[config.mk]
export PLATFORM = sky130hd
export DESIGN_NAME = output_uart_tx_flat
export DESIGN_NICKNAME = d
export VERILOG_FILES = /design/src/rtl/output_uart_tx_if.sv /design/src/rtl/output_uart_tx.sv /design/src/flat_wrapper.sv
export SDC_FILE = /design/constraint.sdc
export NUM_CORES = 1
export LEC_CHECK = 0
export CAP_MARGIN = 30
export CORE_ASPECT_RATIO = 0.9
export CORE_UTILIZATION = 30
export CTS_CLUSTER_DIAMETER = 100
export DETAILED_ROUTE_END_ITERATION = 12
export GPL_TIMING_DRIVEN = 0
export PLACE_DENSITY_LB_ADDON = 0.15
export SLEW_MARGIN = 20
export SYNTH_ARGS = -nofsm -noshare
export SYNTH_HDL_FRONTEND = slang
export SYNTH_SLANG_ARGS = --single-unit
[constraint.sdc]
create_clock -name Clk -period 2.7 [get_ports Clk]
set_input_delay 0.54 -clock Clk [delete_from_list [all_inputs] [get_ports Clk]]
set_output_delay 0.54 -clock Clk [all_outputs]
set_load 0.01 [all_outputs]
[src/rtl/output_uart_tx_if.sv]
// CPU-side bundle for output_uart_tx: output-register write strobe/data in,
// transmitter status out.
interface output_uart_tx_if #(
   parameter int unsigned DataWidth = 16
);
   logic                 OutWr;
   logic [DataWidth-1:0] OutData;
   logic                 Busy;
   logic                 Full;
   logic                 Overflow;

   modport master (
      output OutWr,
      output OutData,
      input  Busy,
      input  Full,
      input  Overflow
   );

   modport slave (
      input  OutWr,
      input  OutData,
      output Busy,
      output Full,
      output Overflow
   );
endinterface

[src/rtl/output_uart_tx.sv]
// Buffers CPU output-register writes in a word FIFO and sends each word over an
// 8N1 UART line, most-significant byte first, LSB first within a byte.
module output_uart_tx #(
   parameter int unsigned DataWidth = 16,
   parameter int unsigned FifoDepth = 4,
   parameter int unsigned ClkPerBit = 16
) (
   input  logic            Clk,
   input  logic            Reset,
   output_uart_tx_if.slave cpu,
   output logic            Tx
);

   localparam int unsigned BytesPerWord = DataWidth / 8;
   localparam int unsigned PtrW         = $clog2(FifoDepth);
   localparam int unsigned CntW         = PtrW + 1;
   localparam int unsigned BaudW        = (ClkPerBit > 1) ? $clog2(ClkPerBit) : 1;
   localparam int unsigned ByteW        = (BytesPerWord > 1) ? $clog2(BytesPerWord) : 1;

   typedef enum logic [1:0] {
      S_Idle,
      S_Start,
      S_Data,
      S_Stop
   } state_t;

   state_t               state;
   logic [DataWidth-1:0] mem [FifoDepth];
   logic [PtrW-1:0]      wr_ptr;
   logic [PtrW-1:0]      rd_ptr;
   logic [CntW-1:0]      count;
   logic                 overflow;

   logic [DataWidth-1:0] shift_word;
   logic [BaudW-1:0]     baud_cnt;
   logic [2:0]           bit_idx;
   logic [ByteW-1:0]     byte_idx;
   logic                 tx_reg;

   logic                 fifo_empty;
   logic                 fifo_full;
   logic                 bit_done;
   logic                 last_byte;
   logic                 pop;
   logic                 push;
   logic [7:0]           cur_byte;
   logic [2:0]           next_bit;

   assign fifo_empty = (count == '0);
   assign fifo_full  = (count == CntW'(FifoDepth));
   assign bit_done   = (baud_cnt == BaudW'(ClkPerBit - 1));
   assign last_byte  = (byte_idx == ByteW'(BytesPerWord - 1));
   assign cur_byte   = shift_word[DataWidth-1 -: 8];
   assign next_bit   = bit_idx + 3'd1;

   // A pop happens only where the FSM loads a new word: from idle, or at the
   // end of the final stop bit so consecutive words run without a gap.
   always_comb begin
      pop = 1'b0;
      if (!fifo_empty) begin
         if (state == S_Idle) begin
            pop = 1'b1;
         end else if (state == S_Stop && bit_done && last_byte) begin
            pop = 1'b1;
         end
      end
   end

   assign push = cpu.OutWr && (!fifo_full || pop);

   always_ff @(posedge Clk or negedge Reset) begin
      if (!Reset) begin
         wr_ptr   <= '0;
         rd_ptr   <= '0;
         count    <= '0;
         overflow <= 1'b0;
      end else begin
         if (push) begin
            wr_ptr <= wr_ptr + 1'b1;
         end
         if (pop) begin
            rd_ptr <= rd_ptr + 1'b1;
         end
         case ({push, pop})
            2'b10:   count <= count + 1'b1;
            2'b01:   count <= count - 1'b1;
            default: count <= count;
         endcase
         if (cpu.OutWr && !push) begin
            overflow <= 1'b1;
         end
      end
   end

   // Storage carries no reset; occupancy is tracked by the pointers and count.
   always_ff @(posedge Clk) begin
      if (push) begin
         mem[wr_ptr] <= cpu.OutData;
      end
   end

   always_ff @(posedge Clk or negedge Reset) begin
      if (!Reset) begin
         state      <= S_Idle;
         tx_reg     <= 1'b1;
         shift_word <= '0;
         baud_cnt   <= '0;
         bit_idx    <= '0;
         byte_idx   <= '0;
      end else begin
         case (state)
            S_Idle: begin
               baud_cnt <= '0;
               tx_reg   <= 1'b1;
               if (pop) begin
                  shift_word <= mem[rd_ptr];
                  byte_idx   <= '0;
                  tx_reg     <= 1'b0;
                  state      <= S_Start;
               end
            end
            S_Start: begin
               if (bit_done) begin
                  baud_cnt <= '0;
                  bit_idx  <= '0;
                  tx_reg   <= cur_byte[0];
                  state    <= S_Data;
               end else begin
                  baud_cnt <= baud_cnt + 1'b1;
               end
            end
            S_Data: begin
               if (bit_done) begin
                  baud_cnt <= '0;
                  if (bit_idx == 3'd7) begin
                     tx_reg <= 1'b1;
                     state  <= S_Stop;
                  end else begin
                     bit_idx <= next_bit;
                     tx_reg  <= cur_byte[next_bit];
                  end
               end else begin
                  baud_cnt <= baud_cnt + 1'b1;
               end
            end
            S_Stop: begin
               if (bit_done) begin
                  baud_cnt <= '0;
                  if (!last_byte) begin
                     // Next byte of the same word sits in the top byte after the shift.
                     byte_idx   <= byte_idx + 1'b1;
                     shift_word <= shift_word << 8;
                     tx_reg     <= 1'b0;
                     state      <= S_Start;
                  end else if (pop) begin
                     shift_word <= mem[rd_ptr];
                     byte_idx   <= '0;
                     tx_reg     <= 1'b0;
                     state      <= S_Start;
                  end else begin
                     tx_reg <= 1'b1;
                     state  <= S_Idle;
                  end
               end else begin
                  baud_cnt <= baud_cnt + 1'b1;
               end
            end
            default: begin
               tx_reg <= 1'b1;
               state  <= S_Idle;
            end
         endcase
      end
   end

   assign Tx           = tx_reg;
   assign cpu.Busy     = (state != S_Idle) || !fifo_empty;
   assign cpu.Full     = fifo_full;
   assign cpu.Overflow = overflow;

endmodule

[src/flat_wrapper.sv]
// flat-port wrapper written by rule: the top's interface ports become plain ports
module output_uart_tx_flat 
#(
   parameter int unsigned DataWidth = 16,
   parameter int unsigned FifoDepth = 4,
   parameter int unsigned ClkPerBit = 16
)
  (Clk, Reset, Tx, cpu_OutWr, cpu_OutData, cpu_Busy, cpu_Full, cpu_Overflow);
  output_uart_tx_if #(.DataWidth(DataWidth)) cpu_i ();
  input  logic Clk;
  input  logic Reset;
  output logic Tx;
  input wire logic [$bits(cpu_i.OutWr)-1:0] cpu_OutWr;
  input wire logic [$bits(cpu_i.OutData)-1:0] cpu_OutData;
  output wire logic [$bits(cpu_i.Busy)-1:0] cpu_Busy;
  output wire logic [$bits(cpu_i.Full)-1:0] cpu_Full;
  output wire logic [$bits(cpu_i.Overflow)-1:0] cpu_Overflow;
  assign cpu_i.OutWr = cpu_OutWr;
  assign cpu_i.OutData = cpu_OutData;
  assign cpu_Busy = cpu_i.Busy;
  assign cpu_Full = cpu_i.Full;
  assign cpu_Overflow = cpu_i.Overflow;
  output_uart_tx #(.DataWidth(DataWidth), .FifoDepth(FifoDepth), .ClkPerBit(ClkPerBit)) u_core (.Clk(Clk), .Reset(Reset), .cpu(cpu_i), .Tx(Tx));
endmodule
* After elaboration in Yosys (flattened, before gate mapping)
Memories as Yosys holds them, arrays and structs flattened.
Index checks and enable logic that the tools add are counted.
** Word-level totals
- Register bits :: 35
- Bits in writable memories :: 64
- Bits of input ports :: 19
- Word-level logic and storage cells :: 91
- Memories :: 1
** Cells by class
- $add $sub $neg :: 7
- $lt $le $gt $ge :: 1
- Equality and inequality tests :: 14
- Muxes and demuxes :: 37
- Reduce and logical (&&, ||, !) cells :: 21
** Memories
- u_core.mem :: words 4, width 16, rd ports 1, clocked after memory_dff 0, write ports 1, RTL line output_uart_tx.sv:28 : logic [DataWidth-1:0] mem [FifoDepth];
** Operators by type and width (count)
- 16-bit 2-to-1 mux :: 3
- 16-bit case mux with 2 select lines :: 1
- 1-bit 2-to-1 mux :: 16
- 2-bit 2-to-1 mux :: 6
- 3-bit case mux with 2 select lines :: 2
- 2-bit by 1-bit inequality test with 1-bit output, second input constant :: 5
- 3-bit 2-to-1 mux :: 3
- 2-bit case mux with 4 select lines :: 1
- 4-bit case mux with 2 select lines :: 1
- 2-bit nonzero test :: 4
- 3-bit by 1-bit adder with 3-bit output, second input constant :: 2
- 2-bit == test, second input constant :: 3
- 3-bit == test, second input constant :: 2
- 3-bit AND reduction :: 2
- 5-bit AND reduction :: 1
- 2-bit by 1-bit adder with 2-bit output, second input constant :: 2
- 4-bit by 1-bit adder with 4-bit output, second input constant :: 1
- 2-bit by 1-bit == test with 1-bit output, second input constant :: 2
- 4-bit == test, second input constant :: 1
- 1-bit logical AND :: 4
- 3-bit by 4-bit < comparator with 1-bit output, second input constant :: 1
- 4-bit 2-to-1 mux :: 1
- 1-bit case mux with 4 select lines :: 1
- 4-bit AND reduction :: 1
- 11 further kinds :: 14

* Longest topological paths before layout
Gate-level depths: netlist of the first run.
- Depth after elaboration :: 10
- Mapped depth :: 11
- Gate-level depth less buffers :: 10

* Worst setup path before layout of the first run
OpenSTA, ideal clock, no wires.
- Path type :: register to register
- Start point :: reg u_core.baud_cnt[0]
- End point :: reg u_core.count[2]
- Setup time :: 0.126 ns
- Data arrival time :: 2.530 ns
- Required time :: 2.574 ns
- Slack :: 0.044 ns
- Cell stages (with the launch flop) :: 12
- Path buffers :: 1
- Cell sequence :: dfrtp_1 > ha_1 > and3_1 > buf_6 > a31oi_4 > nor2_1 > nand2_1 > fa_1 > nor2b_1 > nor3b_1 > mux2_1 > a221o_1
** Between the ends
- Word-level cells in the longest chain between the ends :: 10
- Elaborated cells on any way between the ends :: 12
** RTL lines
- from (decl) :: RTL line output_uart_tx.sv:35 : logic [BaudW-1:0] baud_cnt;
- from (signal assigned) :: RTL line output_uart_tx.sv:129 : baud_cnt <= baud_cnt + 1'b1;
- from (signal assigned) :: RTL line output_uart_tx.sv:143 : baud_cnt <= baud_cnt + 1'b1;
- from (signal assigned) :: RTL line output_uart_tx.sv:165 : baud_cnt <= baud_cnt + 1'b1;
- 4-bit == test * :: RTL line output_uart_tx.sv:51 : assign bit_done = (baud_cnt == BaudW'(ClkPerBit - 1));
- 1-bit logical AND * (2 in a row) :: RTL line output_uart_tx.sv:63 : end else if (state == S_Stop && bit_done && last_byte) begin
- 1-bit 2-to-1 mux * :: RTL line output_uart_tx.sv:63
- 1-bit 2-to-1 mux * :: RTL line output_uart_tx.sv:61 : if (state == S_Idle) begin
- 1-bit 2-to-1 mux * :: RTL line output_uart_tx.sv:60 : if (!fifo_empty) begin
- 1-bit logical OR :: RTL line output_uart_tx.sv:69 : assign push = cpu.OutWr && (!fifo_full || pop);
- 1-bit logical AND :: RTL line output_uart_tx.sv:69
- 2-bit by 1-bit == test with 1-bit output or 2-bit == test (tied branches) :: RTL line output_uart_tx.sv:84 : case ({push, pop})
- 3-bit case mux with 2 select lines or 2-bit nonzero test (tied branches)
- to (signal assigned) :: RTL line output_uart_tx.sv:85 : 2'b10: count <= count + 1'b1;
- to (signal assigned) :: RTL line output_uart_tx.sv:86 : 2'b01: count <= count - 1'b1;
- to (signal assigned) :: RTL line output_uart_tx.sv:87 : default: count <= count;
- to (decl) :: RTL line output_uart_tx.sv:31 : logic [CntW-1:0] count;
Mark *: on every way between the ends. The rest lies on a longest branch, timed or not.
A chain may end at the register's enable or synchronous reset.

* Worst setup path in the final report of the first run
- Start point :: reg u_core.baud_cnt[1]
- End point :: reg u_core.count[2]
Same word-level chain as after synthesis.

==> results_dict.tcl, run 1 <==
set metrics [dict create \
    synthAdderAreaFrac_pct 3.610 \
    status "completed" \
    ctsRootBufferMaster "clkbuf_16" \
    holdCritPathClass "in -> async" \
    use_met1_pct 16.83 \
    initial_utilization_pct 30.95 \
    grt_pass1_wl_um 13980 \
    htree_levels 3 \
    syn_to_final_growth_pct 19.28 \
    dieWidth_um 129.2 \
    stdcell_area_um2 5209 \
    portBuffers 21 \
    slew_headroom_pct 39.83 \
    synthXorXnorAreaFrac_pct 1.203 \
    fin_crit_ps 2567 \
    core_um2 14110 \
    ir_drop_mv 0.4451 \
    syn_area_um2 4367 \
    layout_common_cells "64 x edfxtp_1, 33 x dfrtp_1, 28 x nor3_1" \
    seqCellArea_um2 2800 \
    num_vias 2525 \
    drt_iter0_drc 164 \
    setup_violations 0 \
    synth_mux_area_share_pct 13.09 \
    syn_area_per_cell_um2 15.16 \
    grt_pass1_vias 2571 \
    cp-start-kind "flop" \
    rows 41 \
    place_hpwl_um 5782 \
    synth_area_leaders "edfxtp_1 44%, dfrtp_1 19%, mux4_2 9.3%, nor3_1 3.2%, ha_1 3.2%" \
    synth_compound_area_share_pct 6.074 \
    die_area_um2 15040 \
    cap_violations 0 \
    drt-total-wl_um 8595 \
    synth_flop_cell "edfxtp_1" \
    use_met2_pct 20.36 \
    synthCells 288 \
    clock_sinks 99 \
    cts.clk_slew.worst_paths_ps 70 \
    dpl_cell_area_um2 4848 \
    critPathRequiredTime_ps 2920 \
    antenna_found_initial 0 \
    ys_async_sr_fraction_pct 35.35 \
    rsz0062_at_grt "no" \
    p_leak_nw 1.872 \
    p_per_area_nw_per_um2 1075 \
    hold_violations 0 \
    synth_top_area_share_pct 44.01 \
    gp_congestion 0.6933 \
    postRouteAntennaNets 0 \
    grt_use_total_pct 12.67 \
    overflow 0 \
    viasPerCell 4.810 \
    grt_max_degree 25 \
    arrival_ps 2790 \
    synth_top_family_by_area "multiplexers" \
    synth_top_area_cell "edfxtp_1" \
    diodes 0 \
    multi_input_area_um2 1461 \
    cts_made_buffers 9 \
    fin_skew_ps 11.10 \
    grt_use_met3_pct 3.390 \
    fin_crit_sh_pct 95.06 \
    critical_path_class "reg -> reg" \
    grt.busiest_layer "met2" \
    placement.setup.worst_slack_ps -235.0 \
    die_y_um 116.5 \
    drtPass1Iterations 4 \
    drc 0 \
    ios 23 \
    hold_ws_ps 98.07 \
    worstMarginPinSlew_ps 902.6 \
    post_drt_wl_per_cell_um 16.37 \
    critPathCaptureType "flop" \
    nets 358 \
    yosys.area_share.simple_pct 9.026 \
    ys_seq_area_share_pct 64.10 \
    fmax_ghz 0.3896 \
    drive_above_1_share_pct 20.18 \
    layout_commonest_cell "edfxtp_1" \
    ys_ff_latch 99 \
    clk_latency_ps 350 \
    syn_nets 319 \
    fill_cells 1332 \
    synth_cell_types 48 \
    critPathMaxFanout 8 \
    yosysWarningCount 0 \
    slew_viol_final 0 \
    fin_tns_setup_ps 0 \
    worst_slack_ps 133.4 \
    synth_edf_count 64 \
    cts_max_path_buffers 2 \
    tritoncts "done" \
]
where the power goes:
| part | switching [W] | total, W | internal, W |
|---|---|---|---|
| registers | 0.000236 | 0.00232 | 0.00209 |
| clock network | 0.000585 | 0.00123 | 0.000644 |
| logic | 0.00108 | 0.00205 | 0.000971 |
path summary, 6_finish.rpt:
path                                           from             endpoint  slack, ps  depth (start not counted)
worst max-delay path             u_core.baud_cnt[1]      u_core.count[2]        130                         11
worst min-delay path                          Reset   u_core.baud_cnt[1]        100                          1
worst max register to register   u_core.baud_cnt[1]      u_core.count[2]        130                         11
worst min register to register  u_core.cpu.Overflow  u_core.cpu.Overflow        470                          1
max in group asynchronous                     Reset            u_core.Tx       2090                          2
min in group Clk                u_core.cpu.Overflow  u_core.cpu.Overflow        470                          1
per-layer routing:
layer / up-vias / wire, µm / share of wire (%)
met5: - / 0 / 0
met4: 0 / 102 / 1.2
li1: 1170 / - / -
met3: 9 / 312 / 3.6
met1: 1300 / 4121 / 48
met2: 46 / 4058 / 47
layout make-up:
cell class	count	area share, %
clock buffers	10	4.396
clock inverters	6	1.177
repair buffers	29	5.621
inverters	8	0.5765
plain buffers	15	1.778
multi-input cells	165	28.06
well taps	193	4.636
flip-flops and latches	99	53.76
per-stage QoR:
stage,total power [W],cells,utilization (%)
6_report,0.005602,525,36.92
5_1_grt,0.005997,525,36.92
4_1_cts,0.005646,521,36.61
3_5_place_dp,0.004355,504,34.37
3_3_place_gp,0.004298,502,34.16
2_1_floorplan,0.003764,288,-
worst max-delay path: stages (launching register included):
cell and delay, ps:
dfrtp_1 400, ha_4 200, and3_1 170, buf_6 140
a31oi_4 140, nor2_2 120, nand2_1 80, fa_2 350
nor2b_1 150, nor3b_1 150, mux2_1 290, a221o_1 260
synth_stat cells, types with 2 or more instances:
master,n
a21oi_1,6
a22o_1,5
a22oi_1,2
a31oi_1,2
and2_1,5
buf_2,2
buf_4,3
buf_6,3
clkbuf_1,8
dfrtp_1,34
edfxtp_1,64
ha_1,11
inv_1,8
mux2_2,4
mux2i_1,11
mux4_2,18
nand2_1,10
nand4_1,2
nor2_1,23
nor2b_1,3
nor3_1,28
nor3b_1,2
o211ai_1,2
o21ai_0,3
o31ai_1,2
xnor2_1,4
xor2_1,2
sequential cells by signal, summed over array words and instances, names as in the netlist:
| register | flops |
|---|---|
| u_core.cpu.Overflow | 1 |
| u_core.byte_idx | 1 |
| u_core.bit_idx | 3 |
| u_core.state | 2 |
| u_core.rd_ptr | 2 |
| u_core.mem | 64 |
| u_core.wr_ptr | 2 |
| u_core.baud_cnt | 4 |
| u_core.Tx | 1 |
| u_core.count | 3 |
| u_core.shift_word | 16 |
timing repair:
item / 4_1_cts / 5_1_grt
pin swaps: 1 / 1
hold buffers: 0 / 0
setup buffers: 2 / 3
setup endpoints to repair: 49 / 24
gates resized for setup: 3 / 3
kinds of logic after synthesis:
group / count (synthesis)
multiplexers: 34
XOR/XNOR: 6
AO/OA/AOI/OAI: 33
adder cells (fa/ha/maj): 12
buffers and inverters: 24
AND/OR/NAND/NOR: 80
flip-flops: 99
(Power assumes the default switching activity.)
==> run 2: changes to the inputs <==
--- a/config.mk
+++ b/config.mk
@@ -11,6 +11,7 @@
 export CTS_CLUSTER_DIAMETER = 100
 export DETAILED_ROUTE_END_ITERATION = 12
 export GPL_TIMING_DRIVEN = 0
+export HOLD_SLACK_MARGIN = 0.02
 export PLACE_DENSITY_LB_ADDON = 0.15
 export SLEW_MARGIN = 20
 export SYNTH_ARGS = -nofsm -noshare
==> results of run 2 <==
Same layout as run 1: the final DEF is identical, and so are final timing and power.
